`src/rtl/dm_cache_pkg.sv`:
```
// Shared constants for the direct-mapped write-through cache: FSM encodings and
// address-field widths derived from the LINES / WPL geometry.
package dm_cache_pkg;
  localparam int ADDR_W = 16;
  localparam int DATA_W = 32;

  typedef logic [1:0] state_t;
  localparam state_t S_IDLE   = 2'd0;
  localparam state_t S_REFILL = 2'd1;
  localparam state_t S_WRITE  = 2'd2;

  function automatic int off_w(int wpl);
    return $clog2(wpl);
  endfunction

  function automatic int idx_w(int lines);
    return $clog2(lines);
  endfunction

  // Tag is everything above index and word offset; byte offset is dropped.
  function automatic int tag_w(int lines, int wpl);
    return ADDR_W - 2 - off_w(wpl) - idx_w(lines);
  endfunction
endpackage

```
`src/rtl/dm_cache_if.sv`:
```
// CPU memory-stage port and backing-memory word port of dm_cache.
interface dm_cache_if;
  logic        cpu_req;
  logic [3:0]  cpu_we;
  logic [15:0] cpu_addr;
  logic [31:0] cpu_wdata;
  logic [31:0] cpu_rdata;
  logic        cpu_stall;
  logic        mem_rd;
  logic [3:0]  mem_wr;
  logic [15:0] mem_addr;
  logic [31:0] mem_wdata;
  logic [31:0] mem_rdata;
  logic        mem_ack;

  modport slave (
    input  cpu_req, cpu_we, cpu_addr, cpu_wdata, mem_rdata, mem_ack,
    output cpu_rdata, cpu_stall, mem_rd, mem_wr, mem_addr, mem_wdata
  );

  modport master (
    output cpu_req, cpu_we, cpu_addr, cpu_wdata, mem_rdata, mem_ack,
    input  cpu_rdata, cpu_stall, mem_rd, mem_wr, mem_addr, mem_wdata
  );
endinterface

```
`src/rtl/dm_cache_array.sv`:
```
// Tag/valid/data storage: one byte-enabled write port, combinational read.
// Only valid bits are reset; tag and data contents survive reset.
module dm_cache_array
  import dm_cache_pkg::*;
#(
  parameter int LINES = 16,
  parameter int WPL   = 4
) (
  input  logic                       clk,
  input  logic                       rst,
  input  logic [idx_w(LINES)-1:0]    rd_idx,
  input  logic [off_w(WPL)-1:0]      rd_off,
  output logic                       rd_valid,
  output logic [tag_w(LINES,WPL)-1:0] rd_tag,
  output logic [DATA_W-1:0]          rd_word,
  input  logic                       wr_en,
  input  logic [idx_w(LINES)-1:0]    wr_idx,
  input  logic [off_w(WPL)-1:0]      wr_off,
  input  logic [3:0]                 wr_be,
  input  logic [DATA_W-1:0]          wr_data,
  input  logic                       tag_we,
  input  logic [tag_w(LINES,WPL)-1:0] tag_in
);
  localparam int TAG_W = tag_w(LINES, WPL);

  logic [LINES-1:0]                valid;
  logic [TAG_W-1:0]                tags [LINES];
  logic [WPL-1:0][DATA_W-1:0]      data [LINES];

  assign rd_valid = valid[rd_idx];
  assign rd_tag   = tags[rd_idx];
  assign rd_word  = data[rd_idx][rd_off];

  always_ff @(posedge clk) begin
    if (!rst)        valid <= '0;
    else if (tag_we) valid[wr_idx] <= 1'b1;
  end

  always_ff @(posedge clk) begin
    if (tag_we) tags[wr_idx] <= tag_in;
  end

  always_ff @(posedge clk) begin
    if (wr_en)
      for (int b = 0; b < 4; b++)
        if (wr_be[b]) data[wr_idx][wr_off][b*8 +: 8] <= wr_data[b*8 +: 8];
  end
endmodule

```
`src/rtl/dm_cache.sv`:
```
// Direct-mapped, write-through, no-write-allocate L1 with single-word refill port.
// Define DCACHE_STATS_EN to add saturating hit_cnt / miss_cnt load counters.
module dm_cache
  import dm_cache_pkg::*;
#(
  parameter int LINES = 16,
  parameter int WPL   = 4
) (
  input  logic         clk,
  input  logic         rst,
  dm_cache_if.slave    cif
`ifdef DCACHE_STATS_EN
  ,
  output logic [31:0]  hit_cnt,
  output logic [31:0]  miss_cnt
`endif
);
  localparam int OFF_W = off_w(WPL);
  localparam int IDX_W = idx_w(LINES);
  localparam int TAG_W = tag_w(LINES, WPL);

  state_t             state;
  logic [OFF_W-1:0]   cnt;
  logic [IDX_W-1:0]   idx;
  logic [OFF_W-1:0]   off;
  logic [TAG_W-1:0]   tag;
  logic               rd_valid, hit, is_load, last;
  logic [TAG_W-1:0]   rd_tag;
  logic [DATA_W-1:0]  rd_word;
  logic               wr_en, tag_we;
  logic [OFF_W-1:0]   wr_off;
  logic [3:0]         wr_be;
  logic [DATA_W-1:0]  wr_data;
  logic               unused;

  assign idx     = cif.cpu_addr[OFF_W+2 +: IDX_W];
  assign off     = cif.cpu_addr[2 +: OFF_W];
  assign tag     = cif.cpu_addr[ADDR_W-1 -: TAG_W];
  assign unused  = ^cif.cpu_addr[1:0];
  assign hit     = rd_valid && (rd_tag == tag);
  assign is_load = (cif.cpu_we == 4'h0);
  assign last    = (cnt == OFF_W'(WPL-1));

  dm_cache_array #(.LINES(LINES), .WPL(WPL)) u_array (
    .clk, .rst,
    .rd_idx(idx), .rd_off(off), .rd_valid, .rd_tag, .rd_word,
    .wr_en, .wr_idx(idx), .wr_off, .wr_be, .wr_data,
    .tag_we, .tag_in(tag)
  );

  always_comb begin
    wr_en         = 1'b0;
    wr_off        = off;
    wr_be         = cif.cpu_we;
    wr_data       = cif.cpu_wdata;
    tag_we        = 1'b0;
    cif.cpu_stall = 1'b0;
    cif.mem_rd    = 1'b0;
    cif.mem_wr    = 4'h0;
    cif.mem_addr  = '0;
    cif.mem_wdata = '0;
    case (state)
      S_IDLE: begin
        if (cif.cpu_req) begin
          cif.cpu_stall = !is_load || !hit;
          // Store hits merge into the line on the same edge that enters WRITE.
          wr_en         = !is_load && hit;
        end
      end
      S_REFILL: begin
        cif.mem_rd    = 1'b1;
        cif.mem_addr  = {cif.cpu_addr[ADDR_W-1:OFF_W+2], cnt, 2'b00};
        wr_en         = cif.mem_ack;
        wr_off        = cnt;
        wr_be         = 4'hF;
        wr_data       = cif.mem_rdata;
        tag_we        = cif.mem_ack && last;
        cif.cpu_stall = !(cif.mem_ack && last);
      end
      S_WRITE: begin
        cif.mem_wr    = cif.cpu_we;
        cif.mem_addr  = {cif.cpu_addr[ADDR_W-1:2], 2'b00};
        cif.mem_wdata = cif.cpu_wdata;
        cif.cpu_stall = !cif.mem_ack;
      end
      default: ;
    endcase
  end

  always_ff @(posedge clk) begin
    if (!rst) begin
      state         <= S_IDLE;
      cnt           <= '0;
      cif.cpu_rdata <= '0;
    end else begin
      case (state)
        S_IDLE: begin
          if (cif.cpu_req) begin
            if (!is_load)  state <= S_WRITE;
            else if (hit)  cif.cpu_rdata <= rd_word;
            else begin
              state <= S_REFILL;
              cnt   <= '0;
            end
          end
        end
        S_REFILL: begin
          if (cif.mem_ack) begin
            cnt <= cnt + 1'b1;
            if (last) begin
              state <= S_IDLE;
              cnt   <= '0;
              // The requested word is either arriving now or already in the array.
              cif.cpu_rdata <= (off == cnt) ? cif.mem_rdata : rd_word;
            end
          end
        end
        S_WRITE: if (cif.mem_ack) state <= S_IDLE;
        default: state <= S_IDLE;
      endcase
    end
  end

`ifdef DCACHE_STATS_EN
  logic load_acc;
  assign load_acc = (state == S_IDLE) && cif.cpu_req && is_load;

  always_ff @(posedge clk) begin
    if (!rst) begin
      hit_cnt  <= '0;
      miss_cnt <= '0;
    end else begin
      if (load_acc && hit && (hit_cnt != '1))   hit_cnt  <= hit_cnt + 1'b1;
      if (load_acc && !hit && (miss_cnt != '1)) miss_cnt <= miss_cnt + 1'b1;
    end
  end
`endif
endmodule

```
`src/flat_wrapper.sv`:
```
// flat-port wrapper written by rule: the top's interface ports become plain ports
module dm_cache_flat import dm_cache_pkg::*;
#(
  parameter int LINES = 16,
  parameter int WPL   = 4
)
  (clk, rst, cif_cpu_req, cif_cpu_we, cif_cpu_addr, cif_cpu_wdata, cif_mem_rdata, cif_mem_ack, cif_cpu_rdata, cif_cpu_stall, cif_mem_rd, cif_mem_wr, cif_mem_addr, cif_mem_wdata);
  dm_cache_if cif_i ();
  input  logic clk;
  input  logic rst;
  input wire logic [$bits(cif_i.cpu_req)-1:0] cif_cpu_req;
  input wire logic [$bits(cif_i.cpu_we)-1:0] cif_cpu_we;
  input wire logic [$bits(cif_i.cpu_addr)-1:0] cif_cpu_addr;
  input wire logic [$bits(cif_i.cpu_wdata)-1:0] cif_cpu_wdata;
  input wire logic [$bits(cif_i.mem_rdata)-1:0] cif_mem_rdata;
  input wire logic [$bits(cif_i.mem_ack)-1:0] cif_mem_ack;
  output wire logic [$bits(cif_i.cpu_rdata)-1:0] cif_cpu_rdata;
  output wire logic [$bits(cif_i.cpu_stall)-1:0] cif_cpu_stall;
  output wire logic [$bits(cif_i.mem_rd)-1:0] cif_mem_rd;
  output wire logic [$bits(cif_i.mem_wr)-1:0] cif_mem_wr;
  output wire logic [$bits(cif_i.mem_addr)-1:0] cif_mem_addr;
  output wire logic [$bits(cif_i.mem_wdata)-1:0] cif_mem_wdata;
  assign cif_i.cpu_req = cif_cpu_req;
  assign cif_i.cpu_we = cif_cpu_we;
  assign cif_i.cpu_addr = cif_cpu_addr;
  assign cif_i.cpu_wdata = cif_cpu_wdata;
  assign cif_i.mem_rdata = cif_mem_rdata;
  assign cif_i.mem_ack = cif_mem_ack;
  assign cif_cpu_rdata = cif_i.cpu_rdata;
  assign cif_cpu_stall = cif_i.cpu_stall;
  assign cif_mem_rd = cif_i.mem_rd;
  assign cif_mem_wr = cif_i.mem_wr;
  assign cif_mem_addr = cif_i.mem_addr;
  assign cif_mem_wdata = cif_i.mem_wdata;
  dm_cache #(.LINES(LINES), .WPL(WPL)) u_core (.clk(clk), .rst(rst), .cif(cif_i));
endmodule
```
`config.mk`:
```
export PLATFORM = sky130hd
export DESIGN_NAME = dm_cache_flat
export DESIGN_NICKNAME = d
export VERILOG_FILES = /design/src/rtl/dm_cache_pkg.sv /design/src/rtl/dm_cache_if.sv /design/src/rtl/dm_cache_array.sv /design/src/rtl/dm_cache.sv /design/src/flat_wrapper.sv
export SDC_FILE = /design/constraint.sdc
export NUM_CORES = 2
export LEC_CHECK = 0
export CAP_MARGIN = 20
export CORE_AREA = 2 2 505 507
export CTS_CLUSTER_SIZE = 16
export DETAILED_ROUTE_END_ITERATION = 6
export DIE_AREA = 0 0 507 509
export HOLD_SLACK_MARGIN = 0.02
export PLACE_DENSITY = 0.58
export SETUP_SLACK_MARGIN = 0.4
export SLEW_MARGIN = 20
export SYNTH_ARGS = -nofsm -noshare
export SYNTH_HDL_FRONTEND = slang
export SYNTH_SLANG_ARGS = --single-unit
```
`constraint.sdc`:
```
create_clock -name clk -period 5.7 [get_ports clk]
set_input_delay 1.14 -clock clk [delete_from_list [all_inputs] [get_ports clk]]
set_output_delay 1.14 -clock clk [all_outputs]
set_load 0.1 [all_outputs]
```
# Yosys cells after proc, flatten, opt, wreduce, memory -nomap -nowiden
# Memories as Yosys holds them, arrays and structs flattened.
# Cells that the tools add are included.
dict set report word_totals {
  memories 2
  reg_bits 52
  ram_bits 2176
  output_inout_bits 86
  elab_cells 870
  input_bits 88
}
dict set report classes {
  reduce_logical 16
  n_bitwise 385
  n_eq_ne 13
  magnitude_cmp 5
  addsub 1
  muxes 444
}
# memory depth width read_ports rd_ports_with_merged_regs wr line_no
set memory_table {}
lappend memory_table {u_core.u_array.data 16 128 1 0 1 dm_cache_array.sv:28} ;# logic [WPL-1:0][DATA_W-1:0] data [LINES];
lappend memory_table {u_core.u_array.tags 16 8 1 0 1 dm_cache_array.sv:27} ;# logic [TAG_W-1:0] tags [LINES];
# operator count
set op_table {}
lappend op_table {{128-bit two-way mux} 4}
lappend op_table {{1-bit two-way mux} 400}
lappend op_table {{1-bit OR} 384}
lappend op_table {{32-bit two-way mux} 10}
lappend op_table {{32-bit demux with 2-bit select} 4}
lappend op_table {{32-bit binary-select mux with 2-bit select} 1}
lappend op_table {{32-bit case mux with 2 select lines} 1}
lappend op_table {{16-bit case mux with 2 select lines} 1}
lappend op_table {{2-bit two-way mux} 12}
lappend op_table {{24-bit two-way mux} 1}
lappend op_table {{16-bit two-way mux} 1}
lappend op_table {{16-bit OR} 1}
lappend op_table {{5-bit AND reduction} 2}
lappend op_table {{8-bit equality test} 1}
lappend op_table {{4-bit two-way mux} 2}
lappend op_table {{8-bit two-way mux} 1}
lappend op_table {{2-bit inequality test (second input constant)} 4}
lappend op_table {{2-bit by 3-bit less-than comparator with 1-bit output (second input constant)} 2}
lappend op_table {{2-bit by 1-bit inequality test with 1-bit output (second input constant)} 3}
lappend op_table {{2-bit case mux with 3 select lines} 1}
lappend op_table {{6-bit AND reduction} 1}
lappend op_table {{1-bit logical AND} 5}
lappend op_table {{4-bit by 5-bit less-than comparator with 1-bit output (second input constant)} 1}
lappend op_table {{1-bit binary-select mux with 4-bit select} 1}
lappend op_table {{16 further kinds} 20}

# Logic depth before layout (Yosys ltp)
dict set report depth {
  word_depth 11
  mapped_depth 14
  ltp_nobuf 10
}

# By module
# From an unflattened synthesis, not the netlist that was laid out.
dict set report unflattened {
  hier_cells 4054
  hier_area_um2 87325.0
}
# module area_each_um2 seq_area_each_um2 instances cells_each
set by_module_without_submodules {}
lappend by_module_without_submodules {dm_cache_array 84492.3 65663.0 1 3739}
lappend by_module_without_submodules {dm_cache 2832.7 720.7 1 315}

# Worst setup path after synthesis
# OpenSTA, ideal clock, no wires.
dict set report synth_path {
  kind {input-to-output}
  startpoint {input port cif_cpu_addr[4]}
  endpoint {output port cif_cpu_stall}
  required_ns 4.560
  setup_slack_ns 0.091
  n_path_buf 3
  t_arrival_ns 4.469
  stages 11
  cell_sequence {buf_6 buf_6 buf_4 mux4_2 xnor2_1 nand2_1 a22oi_1 a211oi_4 nand2_1 o21ai_0 a21oi_1}
}
dict set report synth_between {
  elab_chain_len 7
  elab_cells_between_ends 9
  cone_classes {eq/ne: 1; mux: 4; reduce/logical: 3; memory: 1}
}
# element line_no
set synth_rtl {}
lappend synth_rtl {{from (decl)} flat_wrapper.sv:13} ;# input wire logic [$bits(cif_i.cpu_addr)-1:0] cif_cpu_addr;
lappend synth_rtl {{memory 16 x 8 bit or 1-bit binary-select mux with 4-bit select (tied branches)} n/a}
lappend synth_rtl {{8-bit equality test or 1-bit two-way mux (tied branches)} {dm_cache.sv:40, dm_cache_array.sv:30}}
lappend synth_rtl {{1-bit logical AND (*)} dm_cache.sv:40} ;# assign hit = rd_valid && (rd_tag == tag);
lappend synth_rtl {{1-bit logical NOT (*)} dm_cache.sv:65} ;# cif.cpu_stall = !is_load || !hit;
lappend synth_rtl {{1-bit logical OR (*)} dm_cache.sv:65}
lappend synth_rtl {{1-bit two-way mux (*)} dm_cache.sv:64} ;# if (cif.cpu_req) begin
lappend synth_rtl {{1-bit case mux with 3 select lines (*)} dm_cache.sv:62} ;# case (state)
lappend synth_rtl {{to (decl)} flat_wrapper.sv:18} ;# output wire logic [$bits(cif_i.cpu_stall)-1:0] cif_cpu_stall;
# Mark *: on every way between the ends. The rest lies on a longest branch, timed or not. The select of a mux whose other input is x is not followed.

# Final worst setup path
# Same ends and word-level chain as after synthesis.

==> key figures <==
Status
  • Run status: finished, final reports clean

Worst hold path
  • Min-delay worst type: register to register
  • Hold path cells: 1
  • Hold Crit Endpoint: u_core.u_array.valid[6]$_SDFFE_PN0P_
  • Min-delay src: u_core.u_array.valid[6]$_SDFFE_PN0P_

Route
  • DR vias/cell: 5.267
  • DRT Pass-1 Iters: 6
  • Remaining DRCs: 0
  • Initial DRC Count: 4,155
  • Detailed Route WL: 223.3 mm
  • Post-route ant nets: 0
  • WL/cell: 26.63 um
  • Via count: 44,160

Floorplan
  • Initial Utilization: 0.3477
  • Die extent in y: 509 um
  • I/O Pins: 174
  • CORE AREA: 0.2528 sq mm
  • Width of the die: 507 um
  • DIE AREA: 0.2581 sq mm
  • Rows: 185

Placement
  • Number of port buffers: 169
  • Area post-placement: 0.09608 sq mm
  • HPWL Detailed: 135.6 mm
  • Placed insts: 7,983
  • Final GP Congestion: 0.7997

Layout
  • Fin cells: 8,385
  • Design Area, Final: 0.1032 sq mm
  • Layout cells sized above 1: 0.2830
  • Nets: 4,925
  • Area grow syn2layout: 17.42%

Timing
  • RSZ-0062 raised after global routing: false
  • Final number of max-transition violations: 0
  • Clk_skew: 0.06041 ns
  • Fmax: 196.1 MHz
  • Worst-Margin Slew: 1.146 ns
  • Final hold vios: 0
  • Slew HR: 0.2359
  • Final setup violation count: 0
  • Tcrit/Tclk final: 0.8947
  • Sum Neg Setup Slack: 0 ns
  • Hold Slack: 0.4626 ns
  • Min Tclk post-route: 5.100 ns

Power
  • Clk network pwr share: 0.386
  • Net Sw Power: 9.158 mW
  • Reg power frac: 0.504
  • Comb pwr share: 0.110
  • Peak supply drop: 0.3289 mV
  • Net Sw Frac: 0.2473
  • P_int: 27.87 mW
  • Pwr/cell area: 358.8 mW/mm^2
  • Leakage: 32.55 nW

Clock tree
  • CTS Hold Bufs: 0
  • H-tree depth: 4
  • Clock insertion delay at the later pin of the skew report: 0.85 ns
  • Num CTS Buffers: 212
  • Clock tree from TritonCTS: done
  • CTS clk-pin slew, worst paths: 0.06 ns
  • Max clock buf depth: 3
  • CTS root buffer: clkbuf_16
  • TritonCTS Sinks: 2,228

Run
  • Max-cap violation count: 0

Global route
  • Antenna violations before repair: 4
  • Remaining global-route overflow: 0
  • Largest net degree at the start of global routing: 153
  • GRT busiest layer: met2
  • Total Routing Usage GR: 0.1700
  • GRT met3 Usage: 0.02788
  • Met1 usage: 0.2233
  • First-pass GRT wire length: 319.5 mm
  • Vias in the first global route: 45,640
  • M2 GR Usage: 0.2911

Setup path
  • CP Capture Type: output pin
  • Crit path buffers/inverters: 4
  • Most used cell, CP: buf_12
  • FF-to-FF Start: u_core.u_array.tags[6][6]$_DFFE_PP_
  • Worst setup SP type: primary input
  • Worst setup path category: primary input to output pin
  • FF-to-FF path depth: 11
  • WP data required: 4.56 ns
  • Critical path arrival: 3.96 ns
  • Delay-heaviest family, CP: compound AO/OA/AOI/OAI gates
  • Slowest-stage cell, CP: mux4_2
  • R2R Setup Slk: 1.59 ns
  • Critical Path Max Stage Delay: 0.53 ns
  • Critical Path, Cell by Cell: buf_12 -> buf_6 -> mux4_2 -> a22o_1 -> a211o_1 -> a2111oi_4 -> buf_4 -> nand2_1 -> o21ai_1 -> a21oi_2 -> buf_12
  • Reg2reg end: u_core.u_array.data[10][66]$_DFFE_PP_
  • Critical-path maximum fanout: 31

Synth
  • Asr flop ratio synth: 0
  • Mux share of post-synthesis cell area: 0.1601
  • Post-synth EDFFs: 2,176
  • Mapped Area: 0.08789 sq mm
  • Largest family of logic cells by synthesized area: multiplexers
  • Post-synthesis compound-gate area fraction: 0.02515
  • Adder-Cell Fraction of Synth Area: 0.0007118
  • Synth Instances: 4,307
  • FF+latch count, synth: 2,228
  • Top_reg_cell synth: edfxtp_1
  • Simple-gate share of the synthesized area: 0.04125
  • Yosys cell types: 54
  • Post-Syn Area per Cell: 20.41 sq um
  • Post-synthesis xor/xnor area fraction: 0.0007972
  • Sequential area share after synthesis: 0.7553
  • Yosys warns: 0
==> routing by layer <==
metal | vias up | share of wire
met5 | - | 0.000072
li1 | 18940 | -
met2 | 1335 | 0.51
met3 | 282 | 0.057
met4 | 2 | 0.027
met1 | 23600 | 0.41
==> state kept, by name, summed over array words and instances (netlist names) <==
register              flops
u_core.cif.cpu_rdata     32
u_core.cnt                2
u_core.state              2
u_core.u_array.data    2048
u_core.u_array.tags     128
u_core.u_array.valid     16
==> Yosys cell counts, types with 15 or more instances <==
master | number | area share
a31oi_1 | 39 | 0.0028
o31a_1 | 33 | 0.0033
mux2_2 | 32 | 0.0041
mux4_2 | 567 | 0.15
dfxtp_1 | 52 | 0.012
and2_1 | 50 | 0.0036
a22oi_1 | 15 | 0.0013
nor2_1 | 30 | 0.0013
edfxtp_1 | 2176 | 0.74
nand2_1 | 310 | 0.013
nand3_1 | 70 | 0.0040
buf_6 | 21 | 0.0027
a32oi_1 | 97 | 0.0097
mux2i_1 | 94 | 0.011
buf_2 | 65 | 0.0037
buf_1 | 25 | 0.0011
nand2b_1 | 35 | 0.0025
o21a_1 | 50 | 0.0043
clkbuf_1 | 187 | 0.0080
nor3_1 | 258 | 0.015
==> placed cells by master, fill, tap and decap left out, types with 9 or more instances in the layout <==
| cell type | Yosys | layout |
|---|---|---|
| edfxtp_1 | 2176 | 2176 |
| mux4_2 | 567 | 567 |
| buf_4 | 9 | 443 |
| nand2_1 | 310 | 298 |
| nor3_1 | 258 | 257 |
| clkbuf_16 | 0 | 216 |
| clkdlybuf4s50_1 | 0 | 153 |
| a32oi_1 | 97 | 96 |
| mux2i_1 | 94 | 94 |
| nand3_1 | 70 | 66 |
| dfxtp_1 | 52 | 52 |
| clkinv_1 | 1 | 51 |
| o21a_1 | 50 | 50 |
| and2_1 | 50 | 49 |
| clkinv_2 | 0 | 42 |
| clkbuf_1 | 187 | 39 |
| a31oi_1 | 39 | 35 |
| nand2b_1 | 35 | 34 |
| o31a_1 | 33 | 33 |
| mux2_2 | 32 | 32 |
| bufinv_16 | 0 | 28 |
| nor2_1 | 30 | 25 |
| a22oi_1 | 15 | 15 |
| buf_12 | 0 | 14 |
| nand2_2 | 0 | 12 |
| clkinvlp_4 | 0 | 9 |
==> cell type report <==
class	count	area [sq um]
antenna	2	5.005
clock buffer	255	5552
clock inverter	144	1546
fill	22240	149600
inverter	11	48.80
multi-input combinational	1762	20260
sequential	2228	66380
tap	3366	4212
timing repair buffer	617	5201
==> stage by stage <==
step	worst slack, ns	utilization	total power, mW
final	0.6000	0.4083	37.03
after global routing	0.4030	0.4083	38.13
after CTS	0.4317	0.4082	37.36
after detailed placement	0.1829	0.3801	23.12
after global placement	0.2761	0.3801	23.04
after floorplan	0.6887	-	21.51
==> worst reg2reg max path: stages, from the launching register on <==
cell       delay, ns
edfxtp_1        0.36
mux4_2          0.48
o2bb2ai_1       0.24
nor3_1          0.09
a211o_1         0.31
a2111oi_4       0.31
buf_4           0.19
buf_4           0.16
a41oi_1         0.21
a21o_2          0.51
nor3_1          0.69
buf_4           0.26
==> what timing repair did <==
action / in CTS / in global routing
resized for setup: 1 / 3
pin swaps: 0 / 2
buffers inserted: 0 / 1
endpoints found under the setup margin: 1 / 1
==> power by group through the flow <==
| stage | combinational, mW | clock (mW) | sequential [mW] |
|---|---|---|---|
| final | 4.06 | 14.3 | 18.7 |
| after floorplan | 2.01 | 0 | 19.5 |
| after detailed placement | 4.10 | 0 | 19.0 |
| after global routing | 4.25 | 15.2 | 18.7 |
| after CTS | 4.10 | 14.6 | 18.7 |
| after global placement | 4.02 | 0 | 19.0 |
==> cells by family after synthesis <==
logic type	count (synthesis)
AO/OA/AOI/OAI	275
XOR/XNOR	8
adder cells (fa/ha/maj)	5
buffers and inverters	318
flip-flops	2228
multiplexers	693
other	1
AND/OR/NAND/NOR	779
==> worst max-delay path by stage <==
stage,slack [ns],from,end,depth (start not counted)
floorplan,0.69,cif_cpu_addr[4],cif_cpu_stall,11
global placement,0.28,cif_cpu_addr[4],u_core.u_array.data[10][67]$_DFFE_PP_,12
detailed placement,0.18,cif_cpu_addr[4],u_core.u_array.data[10][67]$_DFFE_PP_,12
CTS,0.43,cif_cpu_addr[4],cif_cpu_stall,11
global route,0.40,cif_cpu_addr[4],cif_cpu_stall,11
finish,0.60,cif_cpu_addr[4],cif_cpu_stall,11
Note: power is estimated with default switching activity, not from simulation.
